<file path="src/rtl/cpu_pkg.sv">
// Shared definitions for the 16-bit processor front end.
// Instruction field layout is common to fetch and decode.
package cpu_pkg;

    localparam int ADDR_W = 16;
    localparam logic [31:0] NOP = 32'hFC00_0000;

    localparam int OPC_HI = 31;
    localparam int OPC_LO = 26;
    localparam int RW_HI  = 25;
    localparam int RW_LO  = 21;
    localparam int RA_HI  = 20;
    localparam int RA_LO  = 16;
    localparam int RB_HI  = 15;
    localparam int RB_LO  = 11;
    localparam int IMM_HI = 15;
    localparam int IMM_LO = 0;

    function automatic logic [5:0] opcode_of(input logic [31:0] ins);
        return ins[OPC_HI:OPC_LO];
    endfunction

    function automatic logic [15:0] imm_of(input logic [31:0] ins);
        return ins[IMM_HI:IMM_LO];
    endfunction

endpackage

</file>
<file path="src/rtl/fetch_queue.sv">
// Two-entry FIFO of {instruction, pc} between instruction memory and decode.
// Entry 0 is always the head; flush empties it without touching data.
module fetch_queue
    import cpu_pkg::*;
#(
    parameter int AW = ADDR_W
) (
    input  logic          clk_i,
    input  logic          reset_i,
    input  logic          flush_i,
    input  logic          push_i,
    input  logic [31:0]   push_ins_i,
    input  logic [AW-1:0] push_pc_i,
    input  logic          pop_i,
    output logic [31:0]   head_ins_o,
    output logic [AW-1:0] head_pc_o,
    output logic [1:0]    count_o
);

    logic [31:0]   ins0_q, ins0_d;
    logic [31:0]   ins1_q, ins1_d;
    logic [AW-1:0] pc0_q, pc0_d;
    logic [AW-1:0] pc1_q, pc1_d;
    logic [1:0]    count_q, count_d;

    always_comb begin
        ins0_d  = ins0_q;
        ins1_d  = ins1_q;
        pc0_d   = pc0_q;
        pc1_d   = pc1_q;
        count_d = count_q;
        if (flush_i) begin
            count_d = 2'd0;
        end else begin
            case ({push_i, pop_i})
                2'b10: begin
                    if (count_q == 2'd0) begin
                        ins0_d = push_ins_i;
                        pc0_d  = push_pc_i;
                    end else begin
                        ins1_d = push_ins_i;
                        pc1_d  = push_pc_i;
                    end
                    count_d = count_q + 2'd1;
                end
                2'b01: begin
                    ins0_d  = ins1_q;
                    pc0_d   = pc1_q;
                    count_d = count_q - 2'd1;
                end
                2'b11: begin
                    // Occupancy unchanged; new entry lands behind the survivor.
                    if (count_q == 2'd2) begin
                        ins0_d = ins1_q;
                        pc0_d  = pc1_q;
                        ins1_d = push_ins_i;
                        pc1_d  = push_pc_i;
                    end else begin
                        ins0_d = push_ins_i;
                        pc0_d  = push_pc_i;
                    end
                end
                default: ;
            endcase
        end
    end

    always_ff @(posedge clk_i) begin
        if (reset_i) begin
            ins0_q  <= NOP;
            ins1_q  <= NOP;
            pc0_q   <= '0;
            pc1_q   <= '0;
            count_q <= 2'd0;
        end else begin
            ins0_q  <= ins0_d;
            ins1_q  <= ins1_d;
            pc0_q   <= pc0_d;
            pc1_q   <= pc1_d;
            count_q <= count_d;
        end
    end

    assign head_ins_o = ins0_q;
    assign head_pc_o  = pc0_q;
    assign count_o    = count_q;

endmodule

</file>
<file path="src/rtl/fetch_unit.sv">
// Instruction fetch stage: PC, credit-based issue to synchronous imem,
// in-flight tracking and a 2-entry buffer feeding decode.
module fetch_unit
    import cpu_pkg::*;
#(
    parameter int                 ADDR_W   = cpu_pkg::ADDR_W,
    parameter logic [ADDR_W-1:0]  RESET_PC = '0,
    parameter logic [31:0]        NOP      = cpu_pkg::NOP
) (
    input  logic              clk,
    input  logic              reset,
    output logic              imem_en,
    output logic [ADDR_W-1:0] imem_addr,
    input  logic [31:0]       imem_data,
    input  logic              stall,
    input  logic              redirect,
    input  logic [ADDR_W-1:0] redirect_pc,
    output logic [31:0]       ins,
    output logic [ADDR_W-1:0] ins_pc,
    output logic              ins_valid
);

    logic [ADDR_W-1:0] pc_q, pc_d;
    logic [ADDR_W-1:0] tag_q, tag_d;
    logic              inflight_q, inflight_d;

    logic [1:0]        count;
    logic [31:0]       head_ins;
    logic [ADDR_W-1:0] head_pc;
    logic              valid;
    logic              pop;
    logic              issue;
    logic [2:0]        credit;

    assign valid = (count != 2'd0);
    assign pop   = valid & ~stall;

    // Slots already committed after this cycle's pop; pop implies count >= 1.
    assign credit = {1'b0, count} + {2'b0, inflight_q} - {2'b0, pop};
    assign issue  = ~reset & ~redirect & (credit < 3'd2);

    always_comb begin
        pc_d       = pc_q;
        tag_d      = tag_q;
        inflight_d = issue;
        if (redirect) begin
            pc_d = redirect_pc;
        end else if (issue) begin
            pc_d  = pc_q + ADDR_W'(1);
            tag_d = pc_q;
        end
    end

    always_ff @(posedge clk) begin
        if (reset) begin
            pc_q       <= RESET_PC;
            tag_q      <= '0;
            inflight_q <= 1'b0;
        end else begin
            pc_q       <= pc_d;
            tag_q      <= tag_d;
            inflight_q <= inflight_d;
        end
    end

    fetch_queue #(
        .AW(ADDR_W)
    ) u_queue (
        .clk_i      (clk),
        .reset_i    (reset),
        .flush_i    (redirect),
        .push_i     (inflight_q),
        .push_ins_i (imem_data),
        .push_pc_i  (tag_q),
        .pop_i      (pop),
        .head_ins_o (head_ins),
        .head_pc_o  (head_pc),
        .count_o    (count)
    );

    assign imem_en   = issue;
    assign imem_addr = pc_q;
    assign ins_valid = valid;
    assign ins       = valid ? head_ins : NOP;
    assign ins_pc    = valid ? head_pc : '0;

endmodule

</file>
<file path="config.mk">
export PLATFORM = sky130hd
export DESIGN_NAME = fetch_unit
export DESIGN_NICKNAME = d
export VERILOG_FILES = /design/src/rtl/cpu_pkg.sv /design/src/rtl/fetch_queue.sv /design/src/rtl/fetch_unit.sv
export SDC_FILE = /design/constraint.sdc
export NUM_CORES = 1
export LEC_CHECK = 0
export BUFFER_PORTS_ARGS = -buffer_cell sky130_fd_sc_hd__buf_2
export CORE_ASPECT_RATIO = 0.75
export CORE_MARGIN = 8
export CORE_UTILIZATION = 50
export CTS_BUF_LIST = sky130_fd_sc_hd__clkbuf_8 sky130_fd_sc_hd__clkbuf_16
export DETAILED_ROUTE_END_ITERATION = 8
export PLACE_DENSITY = 0.77
export SLEW_MARGIN = 0
export SYNTH_ARGS = -nofsm -noshare
export SYNTH_HDL_FRONTEND = slang
export SYNTH_SLANG_ARGS = --single-unit
</file>
<file path="constraint.sdc">
create_clock -name clk -period 2.52 [get_ports clk]
set_input_delay 0.252 -clock clk [delete_from_list [all_inputs] [get_ports clk]]
set_output_delay 0.252 -clock clk [all_outputs]
set_load 0.02 [all_outputs]
</file>
## Word level (Yosys, flattened, before mapping)

Index checks and enable logic that the tools add are counted.

- Word-level logic and storage cells: 54
- Bits in registers: 131

- $add $sub $neg: 5
- Bitwise logic cells: 6
- Equal/unequal tests: 7
- Multiplexer cells: 17
- $lt $le $gt $ge: 1
- Reductions and logical operators: 10

Operators by type and width:

| operator | count |
|---|---|
| 2-to-1 mux 32 bit | 5 |
| 2-to-1 mux 16 bit | 7 |
| one-hot mux 32 bit (3 select lines) | 1 |
| one-hot mux 32 bit (2 select lines) | 1 |
| one-hot mux 16 bit (3 select lines) | 1 |
| one-hot mux 16 bit (2 select lines) | 1 |
| adder 16 x 1 -> 16 bit (second input constant) | 1 |
| nonzero test 2 bit | 4 |
| == test 2 bit (second input constant) | 3 |
| inequality test 2 x 1 -> 1 bit (second input constant) | 2 |
| one-hot mux 2 bit (2 select lines) | 1 |
| AND reduction 4 bit | 1 |
| adder 2 x 1 -> 3 bit | 1 |
| AND 1 bit | 3 |
| less-than comparator 3 x 2 -> 1 bit (second input constant) | 1 |
| inverter 1 bit | 3 |
| AND reduction 3 bit | 1 |
| nonzero test 3 bit | 1 |
| subtractor 3 x 1 -> 3 bit | 1 |
| adder 2 x 1 -> 2 bit (second input constant) | 1 |
| == test 2 x 1 -> 1 bit (second input constant) | 1 |
| zero test 2 bit | 1 |
| inequality test 2 bit (second input constant) | 1 |
| AND reduction 2 bit | 1 |
| other kinds (2) | 2 |

## Longest topological paths before layout

Gate-level depths: netlist of run 1.

- Depth after elaboration: 7
- Depth in mapped cells: 12

## Cells and area by module

A second synthesis of run 1 with hierarchy kept.

- Cells, all modules: 794
- Area total of the unflattened synthesis: 6889.1 sq um

Modules (own cells, without submodules):

| module | area each (sq um) | instances | cells an instance |
|---|---|---|---|
| fetch_queue | 4912.2 | 1 | 537 |
| fetch_unit | 1976.9 | 1 | 257 |

## Least setup slack after synthesis of run 1

Ideal clock, no wire load.

- Path kind: reg-to-reg
- Start point: register u_queue.count_q[1], in the netlist u_queue.count_o[1]
- End point: register pc_q[9], in the netlist imem_addr[9]
- Slack: -0.281 ns
- Clock period less this slack: 2.801 ns
- Cell stages (with the launch flop): 10
- Required time: 2.446 ns
- Library setup time: 0.074 ns
- Arrival: 2.727 ns
- Path through: dfxtp_1 nand2b_1 o21ai_0 nand2_1 fa_1 or3b_1 or2_1 buf_6 or4_1 a31oi_1

- Word-level cells in the longest chain between the ends: 6

RTL lines:

| item | line | text |
|---|---|---|
| from (decl) | fetch_queue.sv:24 | `logic [1:0] count_q, count_d;` |
| from (signal assigned) | fetch_queue.sv:80 | `count_q <= count_d;` |
| parallel branches: the longest is 2 deep, another holds adder 2 x 1 -> 3 bit | -- |  |
| subtractor 3 x 1 -> 3 bit (*) | fetch_unit.sv:39 | `assign credit = {1'b0, count} + {2'b0, inflight_q} - {2'b0, pop};` |
| less-than comparator 3 x 2 -> 1 bit (*) | fetch_unit.sv:40 | `assign issue = ~reset & ~redirect & (credit < 3'd2);` |
| AND 1 bit (*) | fetch_unit.sv:40 |  |
| nonzero test 2 bit (no source line) (*) | -- |  |
| to (signal assigned) | fetch_unit.sv:60 | `pc_q <= pc_d;` |
| to (decl) | fetch_unit.sv:23 | `logic [ADDR_W-1:0] pc_q, pc_d;` |

Mark *: on every way between the ends.
A chain may end at the register's enable or synchronous reset.

## Final worst setup path of run 1

- Start point: register u_queue.count_q[0], in the netlist u_queue.count_o[0]
- End point: register pc_q[11], in the netlist imem_addr[11]

Same word-level chain as after synthesis.

==> out/metrics.cfg, run 1 <==
[outcome]
status=finished with violations
violations=setup timing

[final_layout]
fin_nets=865
diodes=0
final_cell_area_um2=7520
final_cell_mix=142 x nand2_1, 129 x dfxtp_1, 115 x buf_2
post-route-util_pct=65.4
layout_commonest_cell=nand2_1
area_growth_pct=29.3
layout-drive-gt1-share_pct=26.8
finalNonFillerCells=968
fillers=940

[place]
port_buffers=117
place_area_um2=6550
dp_cells=923
gp_congestion=0.874
dp_hpwl_um=9930

[clock_tree]
ctsHtreeMaxLevel=4
path_clk_slew_ns=0.06
clockBufferDepth=2
cts_tree=built
cts_buffers=17
clock_sinks=131
root_buffer=clkbuf_16
cts.hold.buffers_added=0
clk_latency_ns=0.41

[setup_path]
worstPathCellList=nand2b_4 -> o21ai_4 -> nand2_2 -> fa_1 -> or3b_4 -> or2_4 -> buf_6 -> or4_4 -> a31oi_2
critPathLaunchType=flop
path_delay_family=simple AND/OR/NAND/NOR gates
cp_slowest_cell=or4_4
critPathArrivalTime_ns=3.06
cp_data_required_time_ns=2.86
crit_type=flop to flop
setup.worst_path.end_class=flop
crit_buf_inv=1
critPathMaxStageDelay_ns=0.50
path_max_fanout=6

[power]
p_leak_uw=0.00322
p_per_area_nw_per_um2=736
vdd_drop_max_mv=0.518

[sta]
max_slew_margin_pct=48.9
whs_ns=0.0737
rsz0062_at_grt=true
tightestPinTransition_ns=0.767
setup_violations=15
worst_slack_ns=-0.201
fmax_mhz=367
finalCriticalPeriod_ns=2.72
fin_skew_ns=0.0102
finalCritPeriodShare_pct=108
slew_violations=0
finalHoldViolations=0

[synthesis]
synth_top_family_by_area=simple AND/OR/NAND/NOR gates
synth-seq-cells=131
synth-xor-area-share_pct=0.301
ys_warn_count=0
yosysTopAreaCellShare_pct=45.1
syn-num-nets=752
synth.distinct_cells=49
yosysTopAreaCell=dfxtp_1
synthArstFlopShare_pct=0
synth_area_leaders=dfxtp_1 45%, nand2_1 9.3%, mux2i_1 7.4%
synth.area.mux_share_pct=8.56
synth_compound_area_share_pct=16.9
synth_edf_count=0
netlist_instances=698
synth_area_um2=5810
seq_area_frac_synth_pct=45.1
yosys_most_used_dff=dfxtp_1
synth-adder-area-share_pct=0.560
synth_area_per_cell_um2=8.33
yosys.area_share.simple_pct=23.4

[routing]
antenna_left=0
drt-total-wl_um=15400
routedWlPerCell_um=15.9
first_iter_violations=461
drtPass1Iterations=5
num_vias=5369
drcViolationCount=0
viasPerCell=5.55

[die]
dieHeight_um=109
die_area_um2=15400
io_pins=118
initial_core_util_pct=50.6
rows=34
core_area_um2=11500
die_x_um=141

[min_path]
min_path_type=input port to flop

[grt]
grt_pass1_vias=5114
overflow=0
grt_max_degree=97
grt_pass1_wl_um=24500
track_usage_pct=19.6
antenna_found_initial=0

[run]
max_cap_viol_count=0

## power by group
part | internal [uW] | switching, uW
registers | 2150 | 62.9
logic | 186 | 253
clock network | 1980 | 904
## cell families after synthesis
kind of cell / count (synthesis)
simple gates: 294
compound gates: 155
flops: 131
buf+inv: 65
mux: 49
xor+xnor: 2
fa+ha+maj: 2
## worst paths after layout
path | startpoint | to | slack, ns | cells after the start
setup / recovery | u_queue.count_o[0] | imem_addr[11] | -0.20 | 9
hold / removal | imem_data[31] | u_queue.ins1_q[31] | 0.07 | 3
setup reg to reg | u_queue.count_o[0] | imem_addr[11] | -0.20 | 9
hold reg to reg | u_queue.pc1_q[8] | u_queue.pc1_q[8] | 0.45 | 2
## metal layers
metal  share of wire (%)  routed length (um)  up-vias  track usage (%)
li1                    -                   -     2637                -
met1                  44                6830     2493             24.8
met2                  48                7400      208             31.6
met3                 5.7                 874       31             4.77
met4                 1.8                 280        0             8.64
met5                   0                   0        -                0
## area by class of cell
type	count	area [um2]	area share [%]
sequential	131	2630	35.0
inverter	6	27.5	0.366
tap	144	180	2.40
clock buffer	18	439	5.84
multi-input combinational	502	3050	40.5
timing repair buffer	153	940	12.5
clock inverter	14	258	3.43
## state kept, by name, summed over array words and instances, names as in the netlist
name and flops:
u_queue.ins1_q 32, u_queue.pc1_q 16, u_queue.count_o 2, imem_addr 16
u_queue.head_pc_o 16, u_queue.head_ins_o 32, tag_q 16, inflight_q 1
## timing repair
item,CTS,global route
pin swaps,12,15
gates resized for setup,14,34
setup endpoints to repair,30,32
buffers inserted,6,9
gates cloned,0,0
## cell usage after synthesis (3+ instances only)
cell type  count
and3_1         5
nand2b_1       7
mux2_2         6
o211ai_1       4
and2_1        43
a31oi_1       10
a21oi_1       68
nand2_1      144
nor3_1         7
inv_1          5
nand4_1        5
a22oi_1        3
a211o_1        7
clkbuf_1      33
or4_1          4
o21ai_0        7
mux2i_1       43
a211oi_1      45
nor2b_1        6
nor4_1         4
dfxtp_1      131
buf_2         17
nor2_1        43
nand3_1       15
buf_4          7
## stage by stage
stage | worst slack [ns] | setup TNS, ns | power, uW
2_1_floorplan | -0.0548 | -0.0548 | 2500
3_3_place_gp | -0.0606 | -0.244 | 2630
3_5_place_dp | -0.140 | -1.03 | 2640
4_1_cts | -0.172 | -0.699 | 5520
5_1_grt | -0.273 | -2.69 | 5720
6_report | -0.201 | -1.32 | 5530
## worst reg2reg max path: stages, from the launching register on
cell and delay (ns):
dfxtp_4 0.34, nand2b_4 0.15, o21ai_4 0.15, nand2_2 0.08
fa_1 0.47, or3b_4 0.38, or2_4 0.27, buf_6 0.14
or4_4 0.50, a31oi_2 0.16
(Power assumes the default switching activity.)
==> run 2, diff against run 1 <==
--- a/config.mk
+++ b/config.mk
@@ -8,10 +8,10 @@
 export BUFFER_PORTS_ARGS = -buffer_cell sky130_fd_sc_hd__buf_2
 export CORE_ASPECT_RATIO = 0.75
 export CORE_MARGIN = 8
-export CORE_UTILIZATION = 50
+export CORE_UTILIZATION = 55
 export CTS_BUF_LIST = sky130_fd_sc_hd__clkbuf_8 sky130_fd_sc_hd__clkbuf_16
 export DETAILED_ROUTE_END_ITERATION = 8
-export PLACE_DENSITY = 0.77
+export PLACE_DENSITY = 0.8
 export SLEW_MARGIN = 0
 export SYNTH_ARGS = -nofsm -noshare
 export SYNTH_HDL_FRONTEND = slang
==> constraint.sdc (replaced) <==
create_clock -name clk -period 2.6 [get_ports clk]
set_input_delay 0.26 -clock clk [delete_from_list [all_inputs] [get_ports clk]]
set_output_delay 0.26 -clock clk [all_outputs]
set_load 0.02 [all_outputs]
==> out/metrics.cfg, run 2 (same netlist as run 1, synthesis figures left out) <==
[outcome]
status=finished with violations
violations=setup timing

[grt]
antenna_found_initial=0
track_usage_pct=21.5
grt_pass1_vias=5173
grt_pass1_wl_um=25200
overflow=0
grt_max_degree=97

[setup_path]
rr_worst_depth=10
critPathArrivalTime_ns=2.44
setup.worst_path.end_class=output pin
path_max_fanout=4
cp_data_required_time_ns=2.34
crit_type=flop to output pin
r2r_end=imem_addr[7]
r2r_start=u_queue.count_o[0]
rrSetupSlack_ns=-0.09
setup.worst_path.start=u_queue.count_o[0]
critPathLaunchType=flop

[routing]
drtPass1Iterations=5
first_iter_violations=384
num_vias=5366
routedWlPerCell_um=16.0
viasPerCell=5.61
drt-total-wl_um=15300
antenna_left=0
drcViolationCount=0

[sta]
whs_ns=0.0840
fmax_mhz=371
max_slew_margin_pct=45.9
setup_violations=5
finalCriticalPeriod_ns=2.70
fin_skew_ns=0.00625
worst_slack_ns=-0.0987
finalCritPeriodShare_pct=104
rsz0062_at_grt=true
finalHoldViolations=0
tightestPinTransition_ns=0.812
slew_violations=0

[min_path]
holdPathEnd=u_queue.ins1_q[30]
hp-start=imem_data[30]
min_path_type=input port to flop
min_path_cells=3

[power]
p_per_area_nw_per_um2=698
p_leak_uw=0.00318
vdd_drop_max_mv=0.829

[die]
die_area_um2=14200
initial_core_util_pct=56.5
io_pins=118
die_x_um=135
dieHeight_um=105
core_area_um2=10300
rows=32

[place]
gp_congestion=0.886
port_buffers=117
dp_hpwl_um=9780

[clock_tree]
cts.hold.buffers_added=0
clk_latency_ns=0.41
ctsHtreeMaxLevel=4
cts_buffers=17
clockBufferDepth=2
root_buffer=clkbuf_16
clock_sinks=131
path_clk_slew_ns=0.05
cts_tree=built

[final_layout]
post-route-util_pct=71.1
layout-drive-gt1-share_pct=24.4
final_cell_mix=142 x nand2_1, 129 x dfxtp_1, 116 x buf_2
diodes=0
fillers=811
layout_commonest_cell=nand2_1
fin_nets=861
area_growth_pct=25.8

[run]
max_cap_viol_count=0

run 2: cell types whose count changed in the layout (fill, tap and decap cells not counted), sizes merged:
| cell | change |
|---|---|
| clkbuf | +1 |
| clkinvlp | -1 |
| inv | +3 |
| buf | -6 |
| o21a | +1 |
| bufinv | -2 |
run 2: layer usage:
metal / GRT usage, % / vias to the layer above / share of wire, % / wire [um]
met5: 0 / - / 0 / 0
met4: 8.95 / 0 / 1.1 / 171
met3: 5.31 / 17 / 7.4 / 1130
met2: 33.2 / 191 / 47 / 7150
met1: 28.0 / 2516 / 45 / 6830
li1: - / 2642 / - / -
run 2: power by group:
group | switching, uW | internal, uW | leakage [uW]
Clock | 845 | 1700 | 0.000323
Combinational | 237 | 173 | 0.00179
Sequential | 59.9 | 2080 | 0.00107
Total | 1140 | 3960 | 0.00318
run 2: final cells by class:
cell class	instances	area [um2]	area share (%)
flip-flops and latches	131	2630	35.9
repair buffers	148	893	12.2
clock buffers	18	439	6.01
well taps	136	170	2.33
inverters	6	27.5	0.376
clock inverters	14	194	2.65
multi-input cells	503	2960	40.5
run 2: metrics by stage:
step / setup slack [ns] / TNS (ns) / cell area [um2] / total power (uW) / cells
after floorplan: 0.0129 / 0 / 5830 / 2420 / 698
after global placement: -0.0693 / -0.296 / 6510 / 2550 / 913
after detailed placement: -0.186 / -1.68 / 6510 / 2560 / 913
after CTS: -0.111 / -0.332 / 7260 / 5120 / 953
after global routing: -0.188 / -1.82 / 7310 / 5280 / 956
final: -0.0987 / -0.359 / 7310 / 5100 / 956
run 2: worst max path at each step:
| stage | endpoint | cells past startpoint | slack [ns] |
|---|---|---|---|
| floorplan | imem_addr[9] | 9 | 0.01 |
| global placement | imem_addr[11] | 8 | -0.07 |
| detailed placement | imem_addr[11] | 8 | -0.19 |
| CTS | imem_en | 8 | -0.11 |
| global route | imem_addr[7] | 10 | -0.19 |
| finish | imem_en | 8 | -0.1 |
run 2: repair_timing:
action	CTS	global route
cloned	0	3
hold endpoints to repair	0	0
setup buffers	8	1
resized for setup	16	7
pin swaps	11	7
endpoints found under the setup margin	28	32
run 2: critical path, stage by stage, from the launching register on:
cell and delay [ns]:
dfxtp_4 0.34, nand2b_4 0.14, o21ai_2 0.13, nand2_1 0.08
fa_1 0.50, or3b_4 0.38, or2_4 0.27, clkinv_4 0.07
buf_6 0.11
==> run 3, diff against run 2 <==
--- a/config.mk
+++ b/config.mk
@@ -8,11 +8,12 @@
 export BUFFER_PORTS_ARGS = -buffer_cell sky130_fd_sc_hd__buf_2
 export CORE_ASPECT_RATIO = 0.75
 export CORE_MARGIN = 8
-export CORE_UTILIZATION = 55
+export CORE_UTILIZATION = 56
 export CTS_BUF_LIST = sky130_fd_sc_hd__clkbuf_8 sky130_fd_sc_hd__clkbuf_16
 export DETAILED_ROUTE_END_ITERATION = 8
 export PLACE_DENSITY = 0.8
 export SLEW_MARGIN = 0
 export SYNTH_ARGS = -nofsm -noshare
 export SYNTH_HDL_FRONTEND = slang
+export SYNTH_HIERARCHICAL = 1
 export SYNTH_SLANG_ARGS = --single-unit
==> out/metrics.cfg, run 3 <==
[routing]
drt-total-wl_um=20500
antenna_left=0
viasPerCell=6.49
drtPass1Iterations=5
met1_length_um=8320
wl_met2_um=9850
wl_met3_um=2050
maxUsedRoutingLayer=met4
routedWlPerCell_um=19.6
drcViolationCount=0
first_iter_violations=773
num_vias=6785

[sta]
rsz0062_at_grt=false
setup_violations=0
finalCriticalPeriod_ns=2.49
slew_violations=0
fin_setup_tns_ns=0
finalCritPeriodShare_pct=95.6
finalHoldViolations=0
fin_skew_ns=0.00786
fmax_mhz=402
tightestPinTransition_ns=1.06
max_slew_margin_pct=29.1

[setup_path]
critPathArrivalTime_ns=2.23
worstPathCellList=nor2_4 -> nor2_4 -> ha_4 -> nand2b_4 -> fa_2 -> nand3_2 -> inv_4 -> buf_6
setup.worst_path.end_class=output pin
path_max_fanout=7
crit_path_frequent_cell=nor2_4
cp_data_required_time_ns=2.34
rr_worst_depth=9
r2r_start=u_queue/count_o[0]
cp_slowest_cell=fa_2
critPathLaunchType=flop
r2r_end=imem_addr[10]
crit_type=flop to output pin
critPathMaxStageDelay_ns=0.62
rrSetupSlack_ns=0.12
crit_path_end=imem_en
setup.worst_path.start=u_queue/count_o[0]

[power]
clkPwrFrac_pct=46.8
vdd_drop_max_mv=0.517
pwr-share-seq_pct=40.6
p_int_uw=3980
sw_frac_of_total_pct=25.6
power_frac_comb_pct=12.6
p_leak_uw=0.00294
p_switching_uw=1370
p_per_area_nw_per_um2=650

[synthesis]
syn-num-nets=853
yosysTopAreaCellShare_pct=38.1
synth_area_per_cell_um2=8.68
yosysMostFrequentCell=dfxtp_1
ys_warn_count=6
synth_area_leaders=dfxtp_1 38%, a311oi_2 8.7%, a21oi_1 8.1%
synth_edf_count=0
seq_area_frac_synth_pct=38.1
synthArstFlopShare_pct=0
synth_common_cells=131 x dfxtp_1, 111 x a21oi_1, 59 x nand3_1, 49 x nor2b_1, 49 x o211ai_1
synth-seq-cells=131
yosys_most_used_dff=dfxtp_1
netlist_instances=794
synth.distinct_cells=58
synth_area_um2=6890
yosysTopAreaCell=dfxtp_1

[clock_tree]
ctsHtreeMaxLevel=4
root_buffer=clkbuf_16
cts.hold.buffers_added=0
clk_latency_ns=0.42
cts_buffers=17
path_clk_slew_ns=0.06
cts_tree=built
clock_sinks=131
clockBufferDepth=2

[die]
core_area_um2=12100
io_pins=118
dieHeight_um=112
rows=35
initial_core_util_pct=56.8
die_area_um2=16100
die_x_um=144

[final_layout]
seq_area_um2=2630
diodes=0
fin_nets=927
post-route-util_pct=67.9
layout_commonest_cell=dfxtp_1
final_cell_mix=129 x dfxtp_1, 115 x buf_2, 111 x a21oi_1
area_growth_pct=19.6
fillers=945
multi_input_area_um2=3830
layout-drive-gt1-share_pct=28.3

[grt]
track_usage_pct=24.9
antenna_found_initial=0
grt_max_degree=82
overflow=0
grt_pass1_vias=6649
grt_pass1_wl_um=32900

[place]
dp_hpwl_um=12600
gp_congestion=0.846
port_buffers=117

[min_path]
min_path_type=input port to flop

[outcome]
status=finished clean

[run]
max_cap_viol_count=0

[run 3: changes by cell type after synthesis, moves of 15 or more]
cell      previous run  this run
nand2_1            144        42
o31ai_1              0        48
o211ai_1             4        49
nand3_1             15        59
a211oi_1            45         2
a21oi_1             68       111
nor2b_1              6        49
mux2i_1             43         1
and2_1              43         2
a311oi_2             0        40
nor2_1              43        13
o21ai_0              7        37
buf_2               17        32
[run 3: layer usage]
metal,track usage [%],vias up
li1,-,3115
met1,31.4,3284
met2,41.2,355
met3,5.09,31
met4,9.15,0
met5,0,-
[run 3: repair_timing]
action,4_1_cts,5_1_grt
setup endpoints to repair,1,17
gates cloned,0,0
setup buffers,2,1
pin swaps,2,3
hold endpoints to repair,0,0
gates resized for setup,3,7
[run 3: cell type report]
| cell class | instances | share of cell area, % |
|---|---|---|
| Inverter | 20 | 0.942 |
| Sequential cell | 131 | 31.9 |
| Clock buffer | 19 | 5.50 |
| Multi-Input combinational cell | 552 | 46.5 |
| Timing Repair Buffer | 146 | 10.6 |
| Clock inverter | 12 | 2.01 |
| Tap cell | 166 | 2.52 |
[run 3: stage by stage]
stage	power [uW]	worst slack, ns	hold WS, ns	instances	instance area, um2
5_1_grt	5510	0.0279	0.132	1046	8240
3_3_place_gp	2830	0.126	0.451	1012	7540
3_5_place_dp	2860	0.0488	0.458	1012	7540
2_1_floorplan	2650	0.0187	0.329	794	6920
6_report	5350	0.115	0.109	1046	8240
4_1_cts	5340	0.0132	0.106	1045	8190
[run 3: worst max-delay path, delay by kind of cell (launching register included)]
| kind | cells | cell delay (ns) |
|---|---|---|
| adder cells (fa/ha/maj) | 2 | 0.83 |
| flip-flops | 1 | 0.37 |
| buffers and inverters | 2 | 0.19 |
| AND/OR/NAND/NOR | 4 | 0.42 |
[run 3: how the worst min path moves through the flow]
stage | from | end | slack [ns] | cells past startpoint
global placement | u_queue/ins1_q[10] | u_queue/ins1_q[10] | 0.45 | 2
global route | redirect_pc[2] | imem_addr[2] | 0.13 | 3
floorplan | redirect | u_queue/count_o[1] | 0.33 | 1
finish | redirect_pc[2] | imem_addr[2] | 0.11 | 3
detailed placement | u_queue/ins1_q[2] | u_queue/ins1_q[2] | 0.46 | 2
CTS | redirect_pc[2] | imem_addr[2] | 0.11 | 3
[run 3: cells by family (layout without fill, tap and decap cells)]
kind of cell	count (synthesis)	in the layout	synth area share, %
compound gates	326	326	34.3
xor+xnor	12	12	1.63
fa+ha+maj	7	7	1.38
buf+inv	111	197	7.99
flops	131	131	38.1
mux	1	1	0.145
simple gates	206	206	16.5
[run 3: power by group through the flow]
| stage | combinational, uW | sequential, uW | clock, uW |
|---|---|---|---|
| 6_report | 672 | 2170 | 2510 |
| 2_1_floorplan | 440 | 2210 | 0 |
| 5_1_grt | 723 | 2180 | 2600 |
| 3_5_place_dp | 647 | 2210 | 0 |
| 4_1_cts | 657 | 2170 | 2510 |
| 3_3_place_gp | 622 | 2210 | 0 |
